===== config.mk =====
export PLATFORM = sky130hd
export DESIGN_NAME = uart_tx_arbiter
export DESIGN_NICKNAME = d
export VERILOG_FILES = /design/src/rtl/uart_arb_pkg.sv /design/src/rtl/uart_rr_pick.sv /design/src/rtl/uart_tx_arbiter.sv
export SDC_FILE = /design/constraint.sdc
export NUM_CORES = 1
export LEC_CHECK = 0
export ABC_AREA = 1
export CAP_MARGIN = 20
export CORE_MARGIN = 5
export CORE_UTILIZATION = 40
export DETAILED_ROUTE_END_ITERATION = 6
export PLACE_DENSITY = 0.74
export SYNTH_ARGS = -nofsm -noshare
export SYNTH_HDL_FRONTEND = slang
export SYNTH_SLANG_ARGS = --single-unit
export TNS_END_PERCENT = 10

===== constraint.sdc =====
create_clock -name IN_CLOCK -period 1.8 [get_ports IN_CLOCK]
set_input_delay 0.54 -clock IN_CLOCK [delete_from_list [all_inputs] [get_ports IN_CLOCK]]
set_output_delay 0.54 -clock IN_CLOCK [all_outputs]
set_load 0.005 [all_outputs]

===== src/rtl/uart_arb_pkg.sv =====
// Shared constants for the UART transmit arbiter: FSM encoding and tag byte base.
package uart_arb_pkg;

    localparam logic [2:0] IDLE      = 3'd0;
    localparam logic [2:0] START     = 3'd1;
    localparam logic [2:0] WAIT_DONE = 3'd2;
    localparam logic [2:0] TAG_START = 3'd3;
    localparam logic [2:0] TAG_WAIT  = 3'd4;

    localparam logic [7:0] TAG_BASE_DEFAULT = 8'hF0;

endpackage


===== src/rtl/uart_rr_pick.sv =====
// Combinational round-robin picker: first asserted request at or after ptr_i, wrapping.
module uart_rr_pick #(
    parameter int NUM_REQUESTERS = 4,
    parameter int ID_WIDTH       = $clog2(NUM_REQUESTERS)
) (
    input  logic [NUM_REQUESTERS-1:0] req_i,
    input  logic [ID_WIDTH-1:0]       ptr_i,
    output logic [ID_WIDTH-1:0]       winner_o,
    output logic                      valid_o
);

    logic [ID_WIDTH:0] idx;

    // Scan from the farthest offset down so the closest match to ptr_i wins;
    // the extra index bit keeps non-power-of-2 wrap exact.
    always_comb begin
        winner_o = '0;
        valid_o  = 1'b0;
        idx      = '0;
        for (int off = NUM_REQUESTERS - 1; off >= 0; off--) begin
            idx = {1'b0, ptr_i} + (ID_WIDTH + 1)'(off);
            if (idx >= (ID_WIDTH + 1)'(NUM_REQUESTERS)) begin
                idx = idx - (ID_WIDTH + 1)'(NUM_REQUESTERS);
            end
            if (req_i[idx[ID_WIDTH-1:0]]) begin
                winner_o = idx[ID_WIDTH-1:0];
                valid_o  = 1'b1;
            end
        end
    end

endmodule


===== src/rtl/uart_tx_arbiter.sv =====
// Round-robin arbiter sharing one UART TX core among several byte sources.
// Define UART_ARB_TAG_EN to precede each data byte with a TAG_BASE+channel tag byte.
module uart_tx_arbiter
    import uart_arb_pkg::*;
#(
    parameter int NUM_REQUESTERS = 4,
    parameter int DATA_WIDTH     = 8,
    parameter int ID_WIDTH       = $clog2(NUM_REQUESTERS)
`ifdef UART_ARB_TAG_EN
    , parameter logic [DATA_WIDTH-1:0] TAG_BASE = DATA_WIDTH'(TAG_BASE_DEFAULT)
`endif
) (
    input  logic                                 IN_CLOCK,
    input  logic                                 IN_RESET,
    input  logic [NUM_REQUESTERS-1:0]            IN_REQ,
    input  logic [NUM_REQUESTERS*DATA_WIDTH-1:0] IN_REQ_DATA,
    output logic [NUM_REQUESTERS-1:0]            OUT_ACK,
    output logic [ID_WIDTH-1:0]                  OUT_GRANT_ID,
    output logic                                 OUT_BUSY,
    output logic                                 OUT_TX_START,
    output logic [DATA_WIDTH-1:0]                OUT_TX_DATA,
    input  logic                                 IN_TX_BUSY,
    input  logic                                 IN_TX_DONE
);

    logic [2:0]                state_q,   state_d;
    logic [ID_WIDTH-1:0]       ptr_q,     ptr_d;
    logic [ID_WIDTH-1:0]       grantId_q, grantId_d;
    logic [NUM_REQUESTERS-1:0] ack_q,     ack_d;
    logic                      busy_q,    busy_d;
    logic                      txStart_q, txStart_d;
    logic [DATA_WIDTH-1:0]     txData_q,  txData_d;
    logic [DATA_WIDTH-1:0]     data_q,    data_d;

    logic [ID_WIDTH-1:0] winner;
    logic                winnerValid;
    logic [ID_WIDTH:0]   ptrNext;

    uart_rr_pick #(
        .NUM_REQUESTERS (NUM_REQUESTERS),
        .ID_WIDTH       (ID_WIDTH)
    ) picker (
        .req_i    (IN_REQ),
        .ptr_i    (ptr_q),
        .winner_o (winner),
        .valid_o  (winnerValid)
    );

    always_comb begin
        ptrNext = {1'b0, winner} + (ID_WIDTH + 1)'(1);
        if (ptrNext == (ID_WIDTH + 1)'(NUM_REQUESTERS)) begin
            ptrNext = '0;
        end
    end

    // TX data is loaded at grant so it is already stable when the start pulse goes out.
    always_comb begin
        state_d   = state_q;
        ptr_d     = ptr_q;
        grantId_d = grantId_q;
        ack_d     = '0;
        txStart_d = 1'b0;
        txData_d  = txData_q;
        data_d    = data_q;
        case (state_q)
            IDLE: begin
                if (winnerValid) begin
                    data_d        = IN_REQ_DATA[winner*DATA_WIDTH +: DATA_WIDTH];
                    grantId_d     = winner;
                    ack_d[winner] = 1'b1;
                    ptr_d         = ptrNext[ID_WIDTH-1:0];
`ifdef UART_ARB_TAG_EN
                    txData_d      = TAG_BASE + DATA_WIDTH'(winner);
                    state_d       = TAG_START;
`else
                    txData_d      = IN_REQ_DATA[winner*DATA_WIDTH +: DATA_WIDTH];
                    state_d       = START;
`endif
                end
            end
`ifdef UART_ARB_TAG_EN
            TAG_START: begin
                if (!IN_TX_BUSY) begin
                    txStart_d = 1'b1;
                    state_d   = TAG_WAIT;
                end
            end
            TAG_WAIT: begin
                if (IN_TX_DONE) begin
                    state_d = START;
                end
            end
`endif
            START: begin
                if (!IN_TX_BUSY) begin
                    txData_d  = data_q;
                    txStart_d = 1'b1;
                    state_d   = WAIT_DONE;
                end
            end
            WAIT_DONE: begin
                if (IN_TX_DONE) begin
                    state_d = IDLE;
                end
            end
            default: state_d = IDLE;
        endcase
        busy_d = (state_d != IDLE);
    end

    always_ff @(posedge IN_CLOCK) begin
        if (IN_RESET) begin
            state_q   <= IDLE;
            ptr_q     <= '0;
            grantId_q <= '0;
            ack_q     <= '0;
            busy_q    <= 1'b0;
            txStart_q <= 1'b0;
            txData_q  <= '0;
            data_q    <= '0;
        end else begin
            state_q   <= state_d;
            ptr_q     <= ptr_d;
            grantId_q <= grantId_d;
            ack_q     <= ack_d;
            busy_q    <= busy_d;
            txStart_q <= txStart_d;
            txData_q  <= txData_d;
            data_q    <= data_d;
        end
    end

    assign OUT_ACK      = ack_q;
    assign OUT_GRANT_ID = grantId_q;
    assign OUT_BUSY     = busy_q;
    assign OUT_TX_START = txStart_q;
    assign OUT_TX_DATA  = txData_q;

endmodule


Yosys cells after proc, flatten, opt, wreduce, memory -nomap -nowiden
Index checks and enable logic that the tools add are counted.
- bitwise logic cells: 3
- equality and inequality tests: 5
- reductions and logical operators: 8
- shifts and indexed selects: 1
- $mul: 0
- div/mod/pow operators: 0
- add/subtract/negate cells: 8
- muxes and demuxes: 31
- $lt $le $gt $ge: 10
- operators with widths (kind ; count):
    $shiftx A32 B6 Y8 ; 1
    $mux W2 ; 9
    $mux W8 ; 2
    $pmux W8 S2 ; 1
    $lt A2 B3 Y1 const B ; 5
    $mux W1 ; 10
    $ge A3 B3 Y1 const B ; 3
    $mux W3 ; 3
    $pmux W3 S3 ; 1
    $bmux W1 S2 ; 4
    $sub A2 B1 Y2 const B ; 4
    $add A2 B1 Y3 const B ; 2
    $add A2 B2 Y3 const B ; 2
    $eq A3 B1 Y1 const B ; 1
    $eq A3 B2 Y1 const B ; 1
    $eq A3 B3 Y1 const B ; 1
    $ge A2 B3 Y1 const B ; 1
    $logic_not A3 Y1 ; 1
    $not A1 Y1 ; 3
    $reduce_and A3 Y1 ; 1
    $reduce_bool A3 Y1 ; 1
    $reduce_or A3 Y1 ; 1
    $demux W1 S2 ; 1
    $ge A2 B1 Y1 const B ; 1
    other kinds (6) ; 6
- bits in latches: 0
- bits in read-only memories: 0
- bits in registers: 29
- bits in writable memories: 0
- word-level logic and storage cells: 74
- input port bits: 40
- memories kept: 0
- output and inout bits: 16

Longest topological paths before layout
Gate-level depths: netlist of run 1.
- depth after elaboration: 13
- depth in mapped cells: 17
- gate-level depth less buffers: 15

Modules after synthesis
Synthesis of run 1 repeated with hierarchy kept, for this count alone.
- cells, all modules: 266
- area total of the unflattened synthesis: 1803.0 um2
- by module, submodules not included (module ; area an instance (um2) ; cells an instance ; times used ; seq. area each (um2)):
    uart_tx_arbiter ; 1587.8 ; 222 ; 1 ; 580.6
    uart_rr_pick ; 215.2 ; 44 ; 1 ; 0.0

Worst setup path before layout of run 1
Ideal clock, no wire load.
- kind: input to register
- from: input IN_REQ[1]
- to: register ptr_q[1]
- slack: -0.128 ns
- library setup time: 0.119 ns
- stages: 11
- arrival: 1.809 ns
- required time: 1.681 ns
- path buffers: 1
- path through: inv_1 > o21ai_1 > nand2_2 > nand3_2 > nand2_2 > nand2_4 > nand2_8 > buf_12 > ha_1 > o21ai_0 > a21oi_1
- cells in the longest elaborated chain, start to end: 9
- elaborated cells on any way between the ends: 20
- those cells by class: 1 x add/sub; 1 x eq/ne; 17 x mux; 1 x reduce/logical
- RTL lines (element ; line ; text):
    from (decl) ; uart_tx_arbiter.sv:15 ; input logic [NUM_REQUESTERS-1:0] IN_REQ,
    $bmux W1 S2 ; uart_rr_pick.sv:25 ; if (req_i[idx[ID_WIDTH-1:0]]) begin
    $mux W1 (implied by the code) ; uart_rr_pick.sv:25 ;
    $mux W2 (3 in a row) ; uart_rr_pick.sv:25 ;
    $mux W2 * ; uart_rr_pick.sv:25 ;
    net picker.winner_o[0] ; uart_rr_pick.sv:8 ; output logic [ID_WIDTH-1:0] winner_o,
    $add A2 B1 Y3 * ; uart_tx_arbiter.sv:50 ; ptrNext = {1'b0, winner} + (ID_WIDTH + 1)'(1);
    $eq A3 B3 Y1 ; uart_tx_arbiter.sv:51 ; if (ptrNext == (ID_WIDTH + 1)'(NUM_REQUESTERS)) begin
    $mux W2 * ; uart_tx_arbiter.sv:51 ;
    net ptrNext[1] ; uart_tx_arbiter.sv:37 ; logic [ID_WIDTH:0] ptrNext;
    to (signal assigned) ; uart_tx_arbiter.sv:123 ; ptr_q <= ptr_d;
    to (decl) ; uart_tx_arbiter.sv:27 ; logic [ID_WIDTH-1:0] ptr_q, ptr_d;
Mark *: on every way through the listed nets, which the timed path passes. The rest lies on a longest branch. The select of a mux whose other input is x is not followed.
A chain may end at the register's enable or synchronous reset.

Worst setup path after layout of run 1
- from: register ptr_q[0]
- to: register data_q[5]
- cells in the longest elaborated chain, start to end: 10
- elaborated cells on any way between the ends: 33
- those cells by class: 7 x add/sub; 4 x order compare; 1 x shift; 20 x mux; 1 x reduce/logical
- RTL lines (element ; line ; text):
    $add A2 B2 Y3 ; uart_rr_pick.sv:21 ; idx = {1'b0, ptr_i} + (ID_WIDTH + 1)'(off);
    $ge A3 B3 Y1 or $sub A2 B1 Y2 (tied branches) ; uart_rr_pick.sv:22, uart_rr_pick.sv:23 ;
    $mux W2 ; uart_rr_pick.sv:22 ; if (idx >= (ID_WIDTH + 1)'(NUM_REQUESTERS)) begin
    $bmux W1 S2 ; uart_rr_pick.sv:25 ;
    $mux W1 (implied by the code) ; uart_rr_pick.sv:25 ;
    $mux W2 or $mux W1 (tied branches) (4 in a row) ; uart_rr_pick.sv:25 ;
    $shiftx A32 B6 Y8 or $reduce_and A2 Y1 (tied branches) ; -- ;
    to (signal assigned) ; uart_tx_arbiter.sv:129 ; data_q <= data_d;
    to (decl) ; uart_tx_arbiter.sv:33 ; logic [DATA_WIDTH-1:0] data_q, data_d;
Several ways; a longest one is shown, not always the timed one. The select of a mux whose other input is x is not followed.

==> reports/metrics.yaml, run 1 <==
status:
  status: "complete, but fails checks"
  violations: "negative setup slack"
routing:
  avgViaCountPerCell: 5.14
  wirelength_um: 5660
  vias: 1969
  wl_per_cell_um: 14.8
  ant_nets: 0
  drtIter0Drc: 129
  drc: 0
  dr.pass1.iters: 4
sta:
  rsz0062_at_grt: "yes"
  setup_tns_ns: -0.132
  period_share_pct: 103
  fin_ws_ns: -0.0474
  finalClockSkew_ns: 0.00757
  final.min_clock_period_ns: 1.85
  slew_viol_final: 0
  hold_slack_ns: 0.521
  fmax_mhz: 541
  finalHoldViolCount: 0
  setup_violations: 7
run:
  maxCapViolCount: 0
pwr:
  total_power_mw: 3.40
  peakVddDrop_mv: 0.645
  p_leak_nw: 1.37
  powerDensity_nw_per_um2: 1120
placed_design:
  place_ws_ns: -0.548
  gp_congestion: 0.862
  port_buffers: 55
  dpl.hpwl_um: 3650
  place_inst: 365
  placed_area_sq_um: 2540
floorplanning:
  die_h_um: 76.9
  start_util_pct: 41.1
  coreArea_sq_um: 4350
  row_count: 24
  ios: 56
  die_w_um: 76.9
  dieArea_sq_um: 5910
clocking:
  clock_path_buffers: 2
  cts_made_buffers: 5
  cts_sinks: 29
  root_buffer: "clkbuf_8"
  cts_tree: "yes"
  h-tree-depth: 2
  ctsHoldBuffers: 0
  clkTransAtPathRegs_ns: 0.07
  clk_latency_ns: 0.28
yosys:
  synth_warnings: 0
  synth_area_sq_um: 1790
  synth_nets: 291
  yosys_register_bits: 29
  seq_area_frac_synth_pct: 32.4
  synth.top_cell.area_share_pct: 32.4
  syn_inst: 247
  yosysUniqueCellTypes: 30
  yosys-top-cells-area: "dfxtp_1, nand3_2, nand2_1"
  avgSynthCellArea_sq_um: 7.24
  yosys.area.top_type: "dfxtp_1"
global_route:
  grt_pass1_vias: 1983
  antenna_found_initial: 0
  grtUsageTotal_pct: 19.4
  grt_remaining_overflow: 0
  grt_pass1_wl_um: 9340
  grt_max_degree: 15
worst_setup_path:
  cp-start-kind: "register"
  critical_path_buf_inv_count: 3
  crit_fanout: 7
  crit_path_frequent_cell: "nand2_1"
  crit_required_ns: 1.98
  cpLargestDelayFamily: "simple AND/OR/NAND/NOR gates"
  endpoint_kind: "register"
  arrival_ns: 2.03
  crit_slowest_cell: "dfxtp_4"
  path_class: "register to register"
  worst_path_largest_cell_delay_ns: 0.38
  path_cells: "buf_6 > o21ai_4 > nand2_4 > nand3_4 > nand3_4 > buf_6 > nand3_2 > nand3_2 > nand2_1 > nand2_1 > nand2_1 > inv_1"
finish:
  area_growth_pct: 69.2
  fin_util_pct: 69.5
  fin_area_sq_um: 3030
  fin_cells: 383
  mostFrequentLayoutCells: "clkdlybuf4s50_1, nand3_2, nand2_1"
  final_net_count: 374
  layout-drive-gt1-share_pct: 41.1
  n_antenna_cell: 0
  final_common_cell: "clkdlybuf4s50_1"
hold_path:
  min_path_type: "register to register"
[report_power, final]
part | switching [mW] | internal [mW]
clock | 0.260 | 0.345
combinational | 1.10 | 0.890
sequential | 0.0606 | 0.750
[flip-flops by register name, summed over array words and instances (netlist names)]
| register | count |
|---|---|
| state_q | 3 |
| OUT_TX_DATA | 8 |
| ptr_q | 2 |
| OUT_ACK | 4 |
| OUT_TX_START | 1 |
| OUT_GRANT_ID | 2 |
| OUT_BUSY | 1 |
| data_q | 8 |
[synth_stat cells, drive strengths merged]
library cell	count
clkbuf	2
o21ai	12
o31ai	1
nand2	62
dfxtp	29
a21oi	21
conb	1
nand3	47
nor2	28
or2	1
buf	6
ha	4
clkinv	1
inv	27
nand3b	3
nand4	1
a211oi	1
[final cells by class]
class	instances	area, sq um
clock buffers	7	96.3
clock inverters	1	5.00
fillers	313	1330
inverters	28	115
multi-input cells	184	1340
flip-flops and latches	29	586
well taps	52	65.1
repair buffers	82	825
[worst register-to-register path, cell delays in order (launching register included)]
cell     delay [ns]
dfxtp_4        0.38
buf_6          0.14
o21ai_4        0.20
nand2_4        0.10
nand3_4        0.11
nand3_4        0.21
buf_6          0.22
nand3_2        0.08
nand3_2        0.08
nand2_1        0.08
nand2_1        0.05
nand2_1        0.06
inv_1          0.04
[kinds of logic after synthesis]
group / share of synthesized area (%)
flip-flops: 32.4
AO/OA/AOI/OAI: 11.7
other: 0.210
buffers and inverters: 9.79
AND/OR/NAND/NOR: 43.0
adder cells (fa/ha/maj): 2.80
[final timing paths]
path / startpoint / endpoint / slack, ns / depth (start not counted)
worst max register to register: ptr_q[0] / data_q[5] / -0.05 / 12
worst min register to register: OUT_GRANT_ID[0] / OUT_GRANT_ID[0] / 0.52 / 2
worst max-delay path: ptr_q[0] / data_q[5] / -0.05 / 12
worst min-delay path: OUT_GRANT_ID[0] / OUT_GRANT_ID[0] / 0.52 / 2
[what timing repair did]
| item | in CTS | in global routing |
|---|---|---|
| gates cloned | 4 | 0 |
| hold endpoints to repair | 0 | 0 |
| setup buffers | 4 | 2 |
| pin swaps | 28 | 25 |
| resized for setup | 47 | 34 |
| endpoints found under the setup margin | 25 | 21 |
[metal layers]
| layer | track usage, % | up-vias | share of wire, % | wire length [um] |
|---|---|---|---|---|
| li1 | - | 976 | - | - |
| met2 | 32.0 | 66 | 48 | 2740 |
| met5 | 0 | - | 0 | 0 |
| met1 | 24.4 | 913 | 44 | 2470 |
| met4 | 8.57 | 0 | 2.8 | 159 |
| met3 | 3.75 | 14 | 5.0 | 282 |
Note: power is estimated with default switching activity, not from simulation.
==> run 2: changes to the inputs <==
--- a/config.mk
+++ b/config.mk
@@ -7,6 +7,7 @@
 export LEC_CHECK = 0
 export ABC_AREA = 1
 export CAP_MARGIN = 20
+export CORE_ASPECT_RATIO = 1.25
 export CORE_MARGIN = 5
 export CORE_UTILIZATION = 40
 export DETAILED_ROUTE_END_ITERATION = 6
==> reports/metrics.yaml, run 2 (synthesis results as in run 1) <==
global_route:
  grt_remaining_overflow: 0
  grt_pass1_vias: 1891
  antenna_found_initial: 0
  grt_pass1_wl_um: 8210
  grt_max_degree: 19
  grtUsageTotal_pct: 16.8
worst_setup_path:
  crit_fanout: 8
  critical_path_buf_inv_count: 2
  worst_path_largest_cell_delay_ns: 0.38
  path_class: "register to register"
  startpoint: "ptr_q[0]"
  arrival_ns: 1.95
  crit_slowest_cell: "dfxtp_4"
  cpLargestDelayFamily: "simple AND/OR/NAND/NOR gates"
  endpoint_kind: "register"
  crit_required_ns: 1.97
  cp-start-kind: "register"
  r2r_start: "ptr_q[0]"
  path_cells: "buf_4 > o21ai_4 > nand2_4 > nand3_4 > nand2_4 > nand2_8 > buf_6 > nand2_8 > ha_4 > o21ai_2 > a21oi_1"
floorplanning:
  die_w_um: 69.8
  coreArea_sq_um: 4360
  die_h_um: 84.8
  start_util_pct: 41.1
  ios: 56
  dieArea_sq_um: 5920
  row_count: 27
finish:
  final_net_count: 368
  n_antenna_cell: 0
  multi_input_area_sq_um: 1250
  layout.area.seq_sq_um: 586
  fin_area_sq_um: 2890
  final_common_cell: "clkdlybuf4s50_1"
  mostFrequentLayoutCells: "clkdlybuf4s50_1, nand2_1, nand3_2"
  fill_cells: 333
  layout-drive-gt1-share_pct: 38.1
  area_growth_pct: 61.5
clocking:
  h-tree-depth: 2
  clock_path_buffers: 2
  root_buffer: "clkbuf_8"
  cts_made_buffers: 5
  cts_tree: "yes"
  clkTransAtPathRegs_ns: 0.06
  clk_latency_ns: 0.28
  cts_sinks: 29
  ctsHoldBuffers: 0
placed_design:
  placed_area_sq_um: 2550
  gp_congestion: 0.869
  port_buffers: 55
  dpl.hpwl_um: 3490
pwr:
  p_leak_nw: 1.30
  peakVddDrop_mv: 0.626
  total_power_mw: 3.17
  powerDensity_nw_per_um2: 1100
routing:
  dr.pass1.iters: 4
  vias: 1871
  drtIter0Drc: 83
  wirelength_um: 4930
  ant_nets: 0
  wl_per_cell_um: 12.9
  drc: 0
  avgViaCountPerCell: 4.91
status:
  status: "finished, final reports clean"
sta:
  setup_violations: 0
  final.min_clock_period_ns: 1.79
  rsz0062_at_grt: "yes"
  fmax_mhz: 560
  finalHoldViolCount: 0
  slew_viol_final: 0
  period_share_pct: 99.2
  finalClockSkew_ns: 0.00555
hold_path:
  min_path_type: "register to register"
  worstHoldStart: "OUT_GRANT_ID[0]"
run:
  maxCapViolCount: 0
## run 2: worst paths after layout
check                          to  cells after the start  slack [ns]
setup reg to reg         ptr_q[1]                     11        0.01
hold / removal    OUT_GRANT_ID[0]                      2        0.50
hold reg to reg   OUT_GRANT_ID[0]                      2        0.50
setup / recovery         ptr_q[1]                     11        0.01
## run 2: worst min-delay path, cell delays in order, from the launching register on
cell     delay [ns]
dfxtp_1        0.34
a21oi_2        0.05
nor2_1         0.07
## run 2: through the flow
step / std cells / hold WS (ns) / setup TNS [ns] / util (%) / setup WS (ns)
floorplan: 247 / 0.480 / 0 / - / 0.00527
global placement: 368 / 0.477 / -10.59 / 58.6 / -0.474
detailed placement: 368 / 0.480 / -11.82 / 58.6 / -0.526
finish: 381 / 0.497 / 0 / 66.3 / 0.0146
global route: 381 / 0.529 / -0.724 / 66.3 / -0.0724
CTS: 378 / 0.494 / 0 / 63.1 / 0.00156
## run 2: report_power, final
part	internal, mW	leakage, nW	switching [mW]
Sequential	0.751	0.240	0.0650
Clock	0.253	0.0399	0.223
Combinational	0.860	1.02	1.02
Total	1.86	1.30	1.31
## run 2: metal layers
metal	share of wire [%]	vias to the layer above	routed length, um	GRT usage [%]
met2	49	64	2440	27.3
met3	5.8	13	285	3.47
li1	-	957	-	-
met4	2.8	0	139	9.41
met5	0	-	0	0
met1	42	837	2070	20.4
## run 2: area by class of cell
cell class	instances	share of cell area, %
repair buffers	76	27.5
well taps	58	2.51
flip-flops and latches	29	20.3
inverters	28	3.90
clock buffers	5	2.38
clock inverters	1	0.173
multi-input cells	184	43.2
## run 2: repair_timing
item / CTS / global route
buffers inserted: 1 / 3
pin swaps: 21 / 18
gates resized for setup: 27 / 33
endpoints found under the setup margin: 25 / 23
cloned: 3 / 0
==> run 3: changes to the inputs <==
--- a/config.mk
+++ b/config.mk
@@ -6,6 +6,7 @@
 export NUM_CORES = 1
 export LEC_CHECK = 0
 export ABC_AREA = 1
+export ABC_CLOCK_PERIOD_IN_PS = 1800
 export CAP_MARGIN = 20
 export CORE_ASPECT_RATIO = 1.25
 export CORE_MARGIN = 5
==> results of run 3 <==
Same layout as run 2: the final DEF is identical, and so are final timing and power.
